**src/rtl/tohost_mmio.sv**
```systemverilog
// Memory-mapped host mailbox: N_CH byte-writable channels, CTRL word, LED select.
// Define TOHOST_DONE_EN to enable tohost end-of-test detection and CLR_DONE.
module tohost_mmio #(
    parameter int unsigned N_CH      = 4,
    parameter logic [31:0] BASE_ADDR = 32'h8000_1000,
    parameter int unsigned LED_W     = 16
) (
    input  logic             i_clk,
    input  logic             rst,
    input  logic             i_cs,
    input  logic             i_wr_en,
    input  logic [3:0]       i_b_en,
    input  logic [31:0]      i_wr_data,
    input  logic [31:0]      i_addr,
    output logic             o_hit,
    output logic             o_ack,
    output logic [31:0]      o_rd_data,
    output logic [LED_W-1:0] o_led,
    output logic             o_done,
    output logic             o_pass,
    output logic [30:0]      o_code
);

    localparam logic [31:0] WIN_BYTES = 32'(4 * (N_CH + 1));
    localparam logic [4:0]  CTRL_W    = 5'(N_CH);

    typedef enum logic {
        IDLE,
        ACK
    } state_t;

    state_t state, state_nxt;
    logic accept;
    logic wr;

    logic [31:0] offset;
    logic [4:0]  word;

    logic [31:0]      ch [N_CH];
    logic [3:0]       led_sel;
    logic [31:0]      rd_data;
    logic [31:0]      rd_mux;
    logic [LED_W-1:0] led_mux;

    // Unsigned offset wraps below BASE_ADDR, so one compare covers both ends
    assign offset = i_addr - BASE_ADDR;
    assign o_hit  = offset < WIN_BYTES;
    assign word   = offset[6:2];

    always_ff @(posedge i_clk) begin
        if (!rst) state <= IDLE;
        else      state <= state_nxt;
    end

    always_comb begin
        state_nxt = state;
        accept    = 1'b0;
        o_ack     = 1'b0;
        unique case (state)
            IDLE: begin
                if (i_cs && o_hit) begin
                    accept    = 1'b1;
                    state_nxt = ACK;
                end
            end
            ACK: begin
                o_ack     = 1'b1;
                state_nxt = IDLE;
            end
            default: state_nxt = IDLE;
        endcase
    end

    assign wr = accept && i_wr_en;

    always_comb begin
        rd_mux = '0;
        if (word == CTRL_W) rd_mux = {28'd0, led_sel};
        for (int k = 0; k < int'(N_CH); k++) begin
            if (word == 5'(k)) rd_mux = ch[k];
        end
    end

    always_comb begin
        led_mux = '0;
        for (int k = 0; k < int'(N_CH); k++) begin
            if (led_sel == 4'(k)) led_mux = ch[k][LED_W-1:0];
        end
    end

    assign o_led     = led_mux;
    assign o_rd_data = rd_data;

    always_ff @(posedge i_clk) begin
        if (!rst) begin
            for (int k = 0; k < int'(N_CH); k++) ch[k] <= '0;
            led_sel <= '0;
            rd_data <= '0;
        end else if (accept) begin
            rd_data <= rd_mux;
            if (wr) begin
                for (int k = 0; k < int'(N_CH); k++) begin
                    for (int b = 0; b < 4; b++) begin
                        if (word == 5'(k) && i_b_en[b])
                            ch[k][8*b +: 8] <= i_wr_data[8*b +: 8];
                    end
                end
                if (word == CTRL_W && i_b_en[0]) led_sel <= i_wr_data[3:0];
            end
        end
    end

`ifdef TOHOST_DONE_EN
    logic        done;
    logic [30:0] code;
    logic        clr_hit;
    logic        det_hit;

    assign clr_hit = wr && word == CTRL_W && i_b_en[1] && i_wr_data[8];
    // First code wins: detection is blocked while done is already set
    assign det_hit = wr && word == 5'd0 && i_b_en == 4'hF
                     && i_wr_data[0] && !done;

    always_ff @(posedge i_clk) begin
        if (!rst) begin
            done <= 1'b0;
            code <= '0;
        end else if (clr_hit) begin
            done <= 1'b0;
            code <= '0;
        end else if (det_hit) begin
            done <= 1'b1;
            code <= i_wr_data[31:1];
        end
    end

    assign o_done = done;
    assign o_code = code;
    assign o_pass = done && code == '0;
`else
    assign o_done = 1'b0;
    assign o_code = '0;
    assign o_pass = 1'b0;
`endif

endmodule

```
**config.mk**
```make
export PLATFORM = sky130hd
export DESIGN_NAME = tohost_mmio
export DESIGN_NICKNAME = d
export VERILOG_FILES = /design/src/rtl/tohost_mmio.sv
export SDC_FILE = /design/constraint.sdc
export NUM_CORES = 1
export LEC_CHECK = 0
export CORE_MARGIN = 2
export CORE_UTILIZATION = 45
export CTS_BUF_LIST = sky130_fd_sc_hd__clkbuf_16
export DETAILED_ROUTE_END_ITERATION = 10
export PLACE_DENSITY = 0.83
export SYNTH_ARGS = -nofsm -noshare
export SYNTH_HDL_FRONTEND = slang
export SYNTH_SLANG_ARGS = --single-unit
```
**constraint.sdc**
```tcl
create_clock -name i_clk -period 2.7 [get_ports i_clk]
set_input_delay 0.405 -clock i_clk [delete_from_list [all_inputs] [get_ports i_clk]]
set_output_delay 0.405 -clock i_clk [all_outputs]
set_load 0.1 [all_outputs]
```
==> results_dict.tcl, run 1 <==
set metrics [dict create \
    status "finished clean" \
    cts_tree "built" \
    cts_buffers 17 \
    path_cells "clkdlybuf4s50_1 -> nor3_2 -> nand4_1 -> nor4_4 -> buf_4 -> buf_4 -> buf_4 -> buf_4 -> nand4_1 -> buf_4 -> bufbuf_16 -> nor3_2" \
    num_rows 51 \
    period_share_pct 96.2 \
    grt_max_degree 43 \
    ir_worst_vdd_mv 0.483 \
    internal-power_uw 4550 \
    synth_seq_area_share_pct 51.8 \
    gp_congestion 0.838 \
    finalSetupTns_ps 0 \
    antenna_found_initial 0 \
    root_buffer "clkbuf_16" \
    async_flop_share_pct 0 \
    slew_viol_final 0 \
    pin_count 155 \
    wl_mm 21.8 \
    path_buf_inv 7 \
    path_class "in2reg" \
    drive_gt1_share_pct 38.0 \
    initial_core_util_pct 45.6 \
    clk_latency_ps 430 \
    critPathMaxFanout 32 \
    power_frac_seq_pct 46.5 \
    min_path_type "in2reg" \
    powerDensity_mw_per_mm2 547 \
    fp.dieH_um 144 \
    ys.warnings.count 0 \
    critical_path_required_ps 2970 \
    vias 6190 \
    r2r_cells 5 \
    synth_area_mm2 0.00885 \
    cp-start-kind "primary input" \
    cts.sinks 165 \
    switching_share_pct 26.1 \
    critPathMaxStageDelay_ps 450 \
    clk_pin_slew_ps 60 \
    wl_per_cell_um 19.5 \
    cap_violations 0 \
    final_nets 915 \
    fp.dieW_um 144 \
    arrival_ps 2870 \
    p_leak_uw 0.00379 \
    via_per_inst 5.52 \
    synth_edf_count 128 \
    die_area_mm2 0.0208 \
    ctsLongestPathBuffers 2 \
    overflow 0 \
    hold_violations 0 \
    ys_ff_latch 165 \
    syn_avg_cell_area_um2 12.6 \
    setup_viol 0 \
    h-tree-depth 4 \
    pwr-share-clk_pct 39.6 \
    crit_cells 12 \
    first_global_vias 6398 \
    core-area_mm2 0.0194 \
    num_antenna_cells 0 \
    fin_hold_ws_ps 456 \
    drt_iter0_drc 463 \
    grt_pass1_wl_mm 34.4 \
    drc 0 \
    finClkSkew_ps 8.84 \
    synth_cells 700 \
    critical-path-top-delay-family "buffers and inverters" \
    p_sw_uw 1610 \
    r2r_start "state" \
    dominantRegCellSynth "edfxtp_1" \
    r2r_slack_ps 800 \
    ant_nets 0 \
    hpwl_mm 14.7 \
    crit_path_start "i_addr[25]" \
    first_pass_iters 5 \
    area_growth_pct 27.2 \
    period_needed_ps 2600 \
    cp-end-kind "flop" \
    r2r-end "ch[0][29]" \
    endpoint "ch[2][5]" \
    synth_cell_types 44 \
    worst_slew_pin_slew_ps 627 \
    cpMaxStageDelayCell "clkdlybuf4s50_1" \
    place.port_buffers 119 \
    power_frac_comb_pct 13.9 \
    max_freq_ghz 0.385 \
    grt.total_usage_pct 22.0 \
    cp_common_cell "buf_4" \
    relSlewSlack_pct 58.2 \
]
[cells in the mapped netlist, types with 10 or more instances]
cell	instances	area (µm²)
nor3_1	10	50.1
dfxtp_1	37	741
o31ai_1	16	120
nand2_1	112	420
nor2_1	19	71.3
nor3_2	120	1200
buf_4	35	263
mux2i_1	52	521
buf_2	11	55.1
a22oi_1	15	113
edfxtp_1	128	3840
buf_6	13	146
clkbuf_1	24	90.1
mux4_2	32	721
o21ai_0	13	65.1
[state kept, by name, summed over array words and instances, names as in the netlist]
register   cells
ch           128
led_sel        4
o_rd_data     32
state          1
[metrics by stage]
step	instance area, µm²	total power [µW]	util (%)	instances	setup slack [ps]
finish	11300	6160	58.0	1121	103
global route	11300	6320	58.0	1121	-18.4
floorplan	9020	3500	-	732	-211
global placement	10500	3760	54.2	1078	-154
detailed placement	10500	3770	54.2	1078	-176
CTS	11200	6170	57.9	1119	28.9
[final cells by class]
type	count	area (µm²)
Sequential cell	165	4580
Clock inverter	15	164
Timing Repair Buffer	184	1850
Multi-Input combinational cell	473	3890
Inverter	2	7.51
Fill cell	1533	8140
Clock buffer	17	425
Tap cell	265	332
[power by group through the flow]
stage               logic, µW  clock network [µW]  registers, µW
floorplan                 600                   0           2900
global placement          846                   0           2910
detailed placement        852                   0           2920
CTS                       854                2450           2870
global route              897                2550           2870
finish                    857                2440           2870
[cells in the final DEF, fill, tap and decap left out, drive strengths merged, types with 3 or more instances in the layout]
cell,netlist,routed
nor2,19,19
nand2b,4,4
nor3,130,130
nand2,113,113
inv,2,7
o31ai,17,17
conb,1,33
buf,68,115
a21oi,5,5
mux4,32,32
clkinv,0,6
nand3,4,4
nor4,6,6
edfxtp,128,128
a221oi,5,5
o21ai,15,15
or4,3,3
nand4,4,4
clkdlybuf4s50,0,65
a22oi,15,15
bufinv,0,3
clkbuf,24,17
mux2i,52,52
dfxtp,37,37
[routing by layer]
layer	track usage [%]	wire length, µm	up-vias	part of all wire (%)
met5	0	0	-	0
met4	9.50	723	0	3.3
met3	3.68	1360	55	6.2
met2	37.5	11100	265	51
met1	27.8	8620	3020	39
li1	-	-	2850	-
[worst register-to-register path, delay by kind of cell (launching register included)]
family / cells / cell delay [ps]
buf+inv: 1 / 230
compound gates: 1 / 320
flops: 1 / 310
simple gates: 3 / 760
[worst min path at each step]
stage / from / end / depth (start not counted)
floorplan: led_sel[2] / led_sel[2] / 2
global placement: o_rd_data[9] / o_rd_data[9] / 2
detailed placement: o_rd_data[11] / o_rd_data[11] / 2
CTS: rst / led_sel[0] / 3
global route: rst / led_sel[0] / 3
finish: rst / led_sel[0] / 3
[cell families (layout without fill, tap and decap cells)]
kind of cell	Yosys count	in the layout	share of synthesized area, %
xor gates and xnor gates	1	1	0.0990
AOI/OAI and AO/OA	60	60	4.75
other	1	33	0.0424
DFF	165	165	51.8
muxes	84	84	14.0
buffers and inverters	94	218	6.73
and+or+nand+nor	295	295	22.6
[what timing repair did]
action / CTS / global route
buffers inserted: 7 / 2
pin swaps: 4 / 2
setup endpoints to repair: 1 / 190
gates resized for setup: 4 / 4
hold buffers: 0 / 0
cloned: 2 / 0
No activity file was read; power rests on OpenSTA's default activity.
==> run 2, diff against run 1 <==
--- a/config.mk
+++ b/config.mk
@@ -5,10 +5,11 @@
 export SDC_FILE = /design/constraint.sdc
 export NUM_CORES = 1
 export LEC_CHECK = 0
-export CORE_MARGIN = 2
+export ABC_CLOCK_PERIOD_IN_PS = 2700
 export CORE_UTILIZATION = 45
 export CTS_BUF_LIST = sky130_fd_sc_hd__clkbuf_16
 export DETAILED_ROUTE_END_ITERATION = 10
+export MAX_ROUTING_LAYER = met4
 export PLACE_DENSITY = 0.83
 export SYNTH_ARGS = -nofsm -noshare
 export SYNTH_HDL_FRONTEND = slang
==> results_dict.tcl, run 2 (synthesized netlist as in run 1, its figures left out) <==
set metrics [dict create \
    status "finished clean" \
    period_share_pct 96.2 \
    crit_path_start "led_sel[0]" \
    cap_violations 0 \
    pin_count 155 \
    root_buffer "clkbuf_16" \
    r2r_start "state" \
    num_rows 50 \
    p_sw_uw 1640 \
    busiest_layer "met2" \
    layout_common_cells "edfxtp_1, nor3_2, nand2_1, buf_4, clkdlybuf4s50_1" \
    h-tree-depth 4 \
    internal-power_uw 4560 \
    gp_congestion 0.834 \
    max_freq_ghz 0.385 \
    area_growth_pct 26.2 \
    hpwl_mm 13.8 \
    power_frac_seq_pct 46.1 \
    ir_worst_vdd_mv 0.414 \
    initial_core_util_pct 46.5 \
    wl_per_cell_um 18.9 \
    fp.dieW_um 142 \
    cpMaxStageDelayCell "dfxtp_2" \
    setup_viol 0 \
    stdcell_count 1104 \
    min_path_type "in2reg" \
    regMostFlops "ch" \
    path_cells "nor4b_2 -> buf_4 -> a221oi_1 -> a21oi_2 -> buf_12" \
    drc 0 \
    core-area_mm2 0.0190 \
    cp-start-kind "flop" \
    p_leak_uw 0.00371 \
    rsz0062_at_grt "no" \
    path_class "reg2out" \
    r2r_slack_ps 660 \
    final_nets 903 \
    relSlewSlack_pct 46.7 \
    r2r-end "ch[1][10]" \
    ctsLongestPathBuffers 2 \
    critical-path-top-delay-family "buffers and inverters" \
    wl_mm 20.8 \
    pwr-share-clk_pct 40.1 \
    die_area_mm2 0.0202 \
    grt.total_usage_pct 22.3 \
    r2r_cells 4 \
    overflow 0 \
    cts.sinks 165 \
    path_buf_inv 2 \
    drive_gt1_share_pct 37.8 \
    mostFrequentLayoutCell "edfxtp_1" \
    crit_cells 5 \
    grt_use_met3_pct 4.37 \
    power_frac_comb_pct 13.8 \
    critical_path_required_ps 2300 \
    drt_iter0_drc 500 \
    finClkSkew_ps 7.80 \
    grt_max_degree 62 \
    met2_usage_pct 37.9 \
    powerDensity_mw_per_mm2 556 \
    largest_reg_flops 128 \
    switching_share_pct 26.5 \
    endpoint "o_led[6]" \
    via_per_inst 5.53 \
    cts_buffers 17 \
    first_global_vias 6125 \
    grt_pass1_wl_mm 32.4 \
    finalSetupTns_ps 0 \
    clk_latency_ps 440 \
    first_pass_iters 5 \
    vias 6101 \
    clk_pin_slew_ps 70 \
    hold_violations 0 \
    ant_nets 0 \
    place.port_buffers 119 \
    use_met1_pct 25.9 \
    place_inst 1069 \
    fp.dieH_um 142 \
    cts_tree "built" \
    critPathMaxFanout 11 \
    antenna_found_initial 0 \
    arrival_ps 2190 \
    period_needed_ps 2600 \
    worst_slew_pin_slew_ps 798 \
    slew_viol_final 0 \
    critPathMaxStageDelay_ps 480 \
    cp-end-kind "output pin" \
    num_antenna_cells 0 \
]
## run 2: through the flow
stage / instance area [µm²] / util, % / hold WS (ps) / setup WS, ps / total power [µW]
after global placement: 10500 / 55.3 / 447 / -14.2 / 3750
after floorplan: 9020 / - / 473 / -211 / 3500
after CTS: 11100 / 58.5 / 393 / 58.1 / 6230
final: 11200 / 58.7 / 427 / 104 / 6210
after detailed placement: 10500 / 55.3 / 454 / -87.2 / 3770
after global routing: 11200 / 58.7 / 416 / 16.8 / 6390
## run 2: layer usage
metal / share of wire, % / vias to the layer above / wire length, µm
li1: - / 2831 / -
met1: 39 / 2987 / 8160
met2: 52 / 242 / 10800
met3: 6.1 / 41 / 1280
met4: 2.9 / 0 / 599
met5: 0 / - / 0
## run 2: worst reg2reg max path, cell delays in order, from the launching register on
cell and delay [ps]:
dfxtp_1 330, nand2b_1 270, or4_1 610, o31ai_1 300
buf_4 240
## run 2: worst min-delay path by stage
stage / startpoint / to / slack [ps] / cells after the start
after detailed placement: o_rd_data[1] / o_rd_data[1] / 450 / 2
after global routing: rst / state / 420 / 3
after floorplan: led_sel[2] / led_sel[2] / 470 / 2
final: rst / state / 430 / 3
after CTS: rst / state / 390 / 3
after global placement: o_rd_data[31] / o_rd_data[31] / 450 / 2
## run 2: final cells by class
type                       instances  area, µm²
clock inverter                    15        179
sequential                       165       4590
tap                              260        325
inverter                           2       7.51
clock buffer                      17        425
timing repair buffer             172       1760
fill                            1494       7850
multi-input combinational        473       3880
## run 2: power groups by stage
stage	clock network [µW]	logic, µW	registers (µW)
after floorplan	0	600	2900
after global placement	0	842	2910
final	2490	854	2860
after CTS	2510	852	2860
after global routing	2620	893	2870
after detailed placement	0	850	2920
## run 2: timing repair
action | in CTS | in global routing
setup buffers | 0 | 3
cloned | 0 | 0
pin swaps | 0 | 3
hold buffers | 0 | 0
resized for setup | 1 | 8
setup endpoints to repair | 5 | 1
==> run 3, diff against run 2 <==
--- a/config.mk
+++ b/config.mk
@@ -6,6 +6,7 @@
 export NUM_CORES = 1
 export LEC_CHECK = 0
 export ABC_CLOCK_PERIOD_IN_PS = 2700
+export CORE_MARGIN = 4
 export CORE_UTILIZATION = 45
 export CTS_BUF_LIST = sky130_fd_sc_hd__clkbuf_16
 export DETAILED_ROUTE_END_ITERATION = 10
==> results_dict.tcl, run 3 (synthesized netlist as in run 1, its figures left out) <==
set metrics [dict create \
    max_freq_ghz 0.389 \
    hold_violations 0 \
    first_pass_iters 4 \
    ctsLongestPathBuffers 2 \
    drt_iter0_drc 494 \
    cts_tree "built" \
    regArea_mm2 0.00458 \
    cp-end-kind "output pin" \
    num_rows 51 \
    cpMaxStageDelayCell "clkdlybuf4s50_1" \
    critical_path_required_ps 2300 \
    ir_worst_vdd_mv 0.451 \
    die_area_mm2 0.0220 \
    clk_latency_ps 430 \
    setup_viol 0 \
    hpwl_mm 15.3 \
    cts_buffers 17 \
    finalSetupTns_ps 0 \
    slew_viol_final 0 \
    fin_hold_ws_ps 451 \
    critPathMaxStageDelay_ps 420 \
    fp.dieW_um 148 \
    cap_violations 0 \
    first_global_vias 6388 \
    via_per_inst 5.51 \
    period_needed_ps 2570 \
    worst_slew_pin_slew_ps 651 \
    regMostFlops "ch" \
    ctsHoldBuffers 0 \
    cp-start-kind "primary input" \
    path_cells "clkdlybuf4s50_1 -> nor4_2 -> nand2_2 -> buf_4 -> o21ai_1 -> nand3_2 -> buf_12 -> inv_2 -> buf_12" \
    critPathMaxFanout 3 \
    root_buffer "clkbuf_16" \
    grt_pass1_wl_mm 34.1 \
    cp_common_cell "buf_12" \
    num_antenna_cells 0 \
    path_class "in2out" \
    wl_per_cell_um 19.5 \
    grt_max_degree 62 \
    pin_count 155 \
    status "finished clean" \
    layout_common_cells "edfxtp_1, nor3_2, nand2_1, buf_4, clkdlybuf4s50_1" \
    drc 0 \
    relSlewSlack_pct 56.6 \
    cts.sinks 165 \
    wl_mm 21.8 \
    multiInputGateArea_mm2 0.00389 \
    mostFrequentLayoutCell "edfxtp_1" \
    clk_pin_slew_ps 60 \
    utilization_pct 57.8 \
    largest_reg_flops 128 \
    min_path_type "in2reg" \
    fp.dieH_um 148 \
    p_leak_uw 0.00376 \
    gp_congestion 0.831 \
    grt.total_usage_pct 20.8 \
    h-tree-depth 4 \
    period_share_pct 95.2 \
    fill_cells 1518 \
    area_growth_pct 26.8 \
    finClkSkew_ps 7.98 \
    core-area_mm2 0.0194 \
    vias 6169 \
    antenna_found_initial 0 \
    powerDensity_mw_per_mm2 545 \
    initial_core_util_pct 45.6 \
    arrival_ps 2160 \
    ant_nets 0 \
    final_nets 913 \
    drive_gt1_share_pct 37.9 \
    place.port_buffers 119 \
    overflow 0 \
]
==> run 3: final cells by class <==
type / instances / share of cell area [%]
flip-flops and latches: 165 / 40.9
multi-input cells: 473 / 34.7
repair buffers: 182 / 16.3
clock buffers: 17 / 3.79
well taps: 265 / 2.95
clock inverters: 15 / 1.34
inverters: 2 / 0.0669
==> run 3: critical path, delay by kind of cell <==
kind	cells	cell delay [ps]
buf+inv	5	960
compound gates	1	230
simple gates	3	580
==> run 3: repair_timing <==
action,4_1_cts,5_1_grt
endpoints found under the setup margin,1,73
pin swaps,3,1
setup buffers,6,0
resized for setup,5,5
==> run 3: report_power, final <==
| part | switching [µW] | total (µW) | internal [µW] |
|---|---|---|---|
| Combinational | 572 | 855 | 282 |
| Sequential | 40.6 | 2870 | 2830 |
| Clock | 961 | 2390 | 1430 |
==> run 3: metrics by stage <==
| step | total power [µW] | cells | worst slack [ps] | cell area (µm²) |
|---|---|---|---|---|
| 3_5_place_dp | 3770 | 1081 | -162 | 10600 |
| 3_3_place_gp | 3750 | 1081 | -127 | 10600 |
| 5_1_grt | 6280 | 1119 | -12.0 | 11200 |
| 6_report | 6110 | 1119 | 130 | 11200 |
| 2_1_floorplan | 3500 | 732 | -211 | 9020 |
| 4_1_cts | 6130 | 1119 | 55.8 | 11200 |
==> run 3: worst paths after layout <==
kind / end / depth (start not counted) / slack (ps) / start
worst max-delay path: o_hit / 9 / 130 / i_addr[15]
worst min-delay path: state / 3 / 450 / rst
worst max register to register: ch[0][3] / 5 / 680 / state
worst min register to register: o_rd_data[18] / 2 / 460 / o_rd_data[18]
==> run 3: routing by layer <==
layer	vias to the layer above	global-route usage (%)	share of wire (%)
li1	2845	-	-
met1	2997	24.1	38
met2	286	36.1	52
met3	41	4.30	7.4
met4	0	7.11	2.1
met5	-	-	0
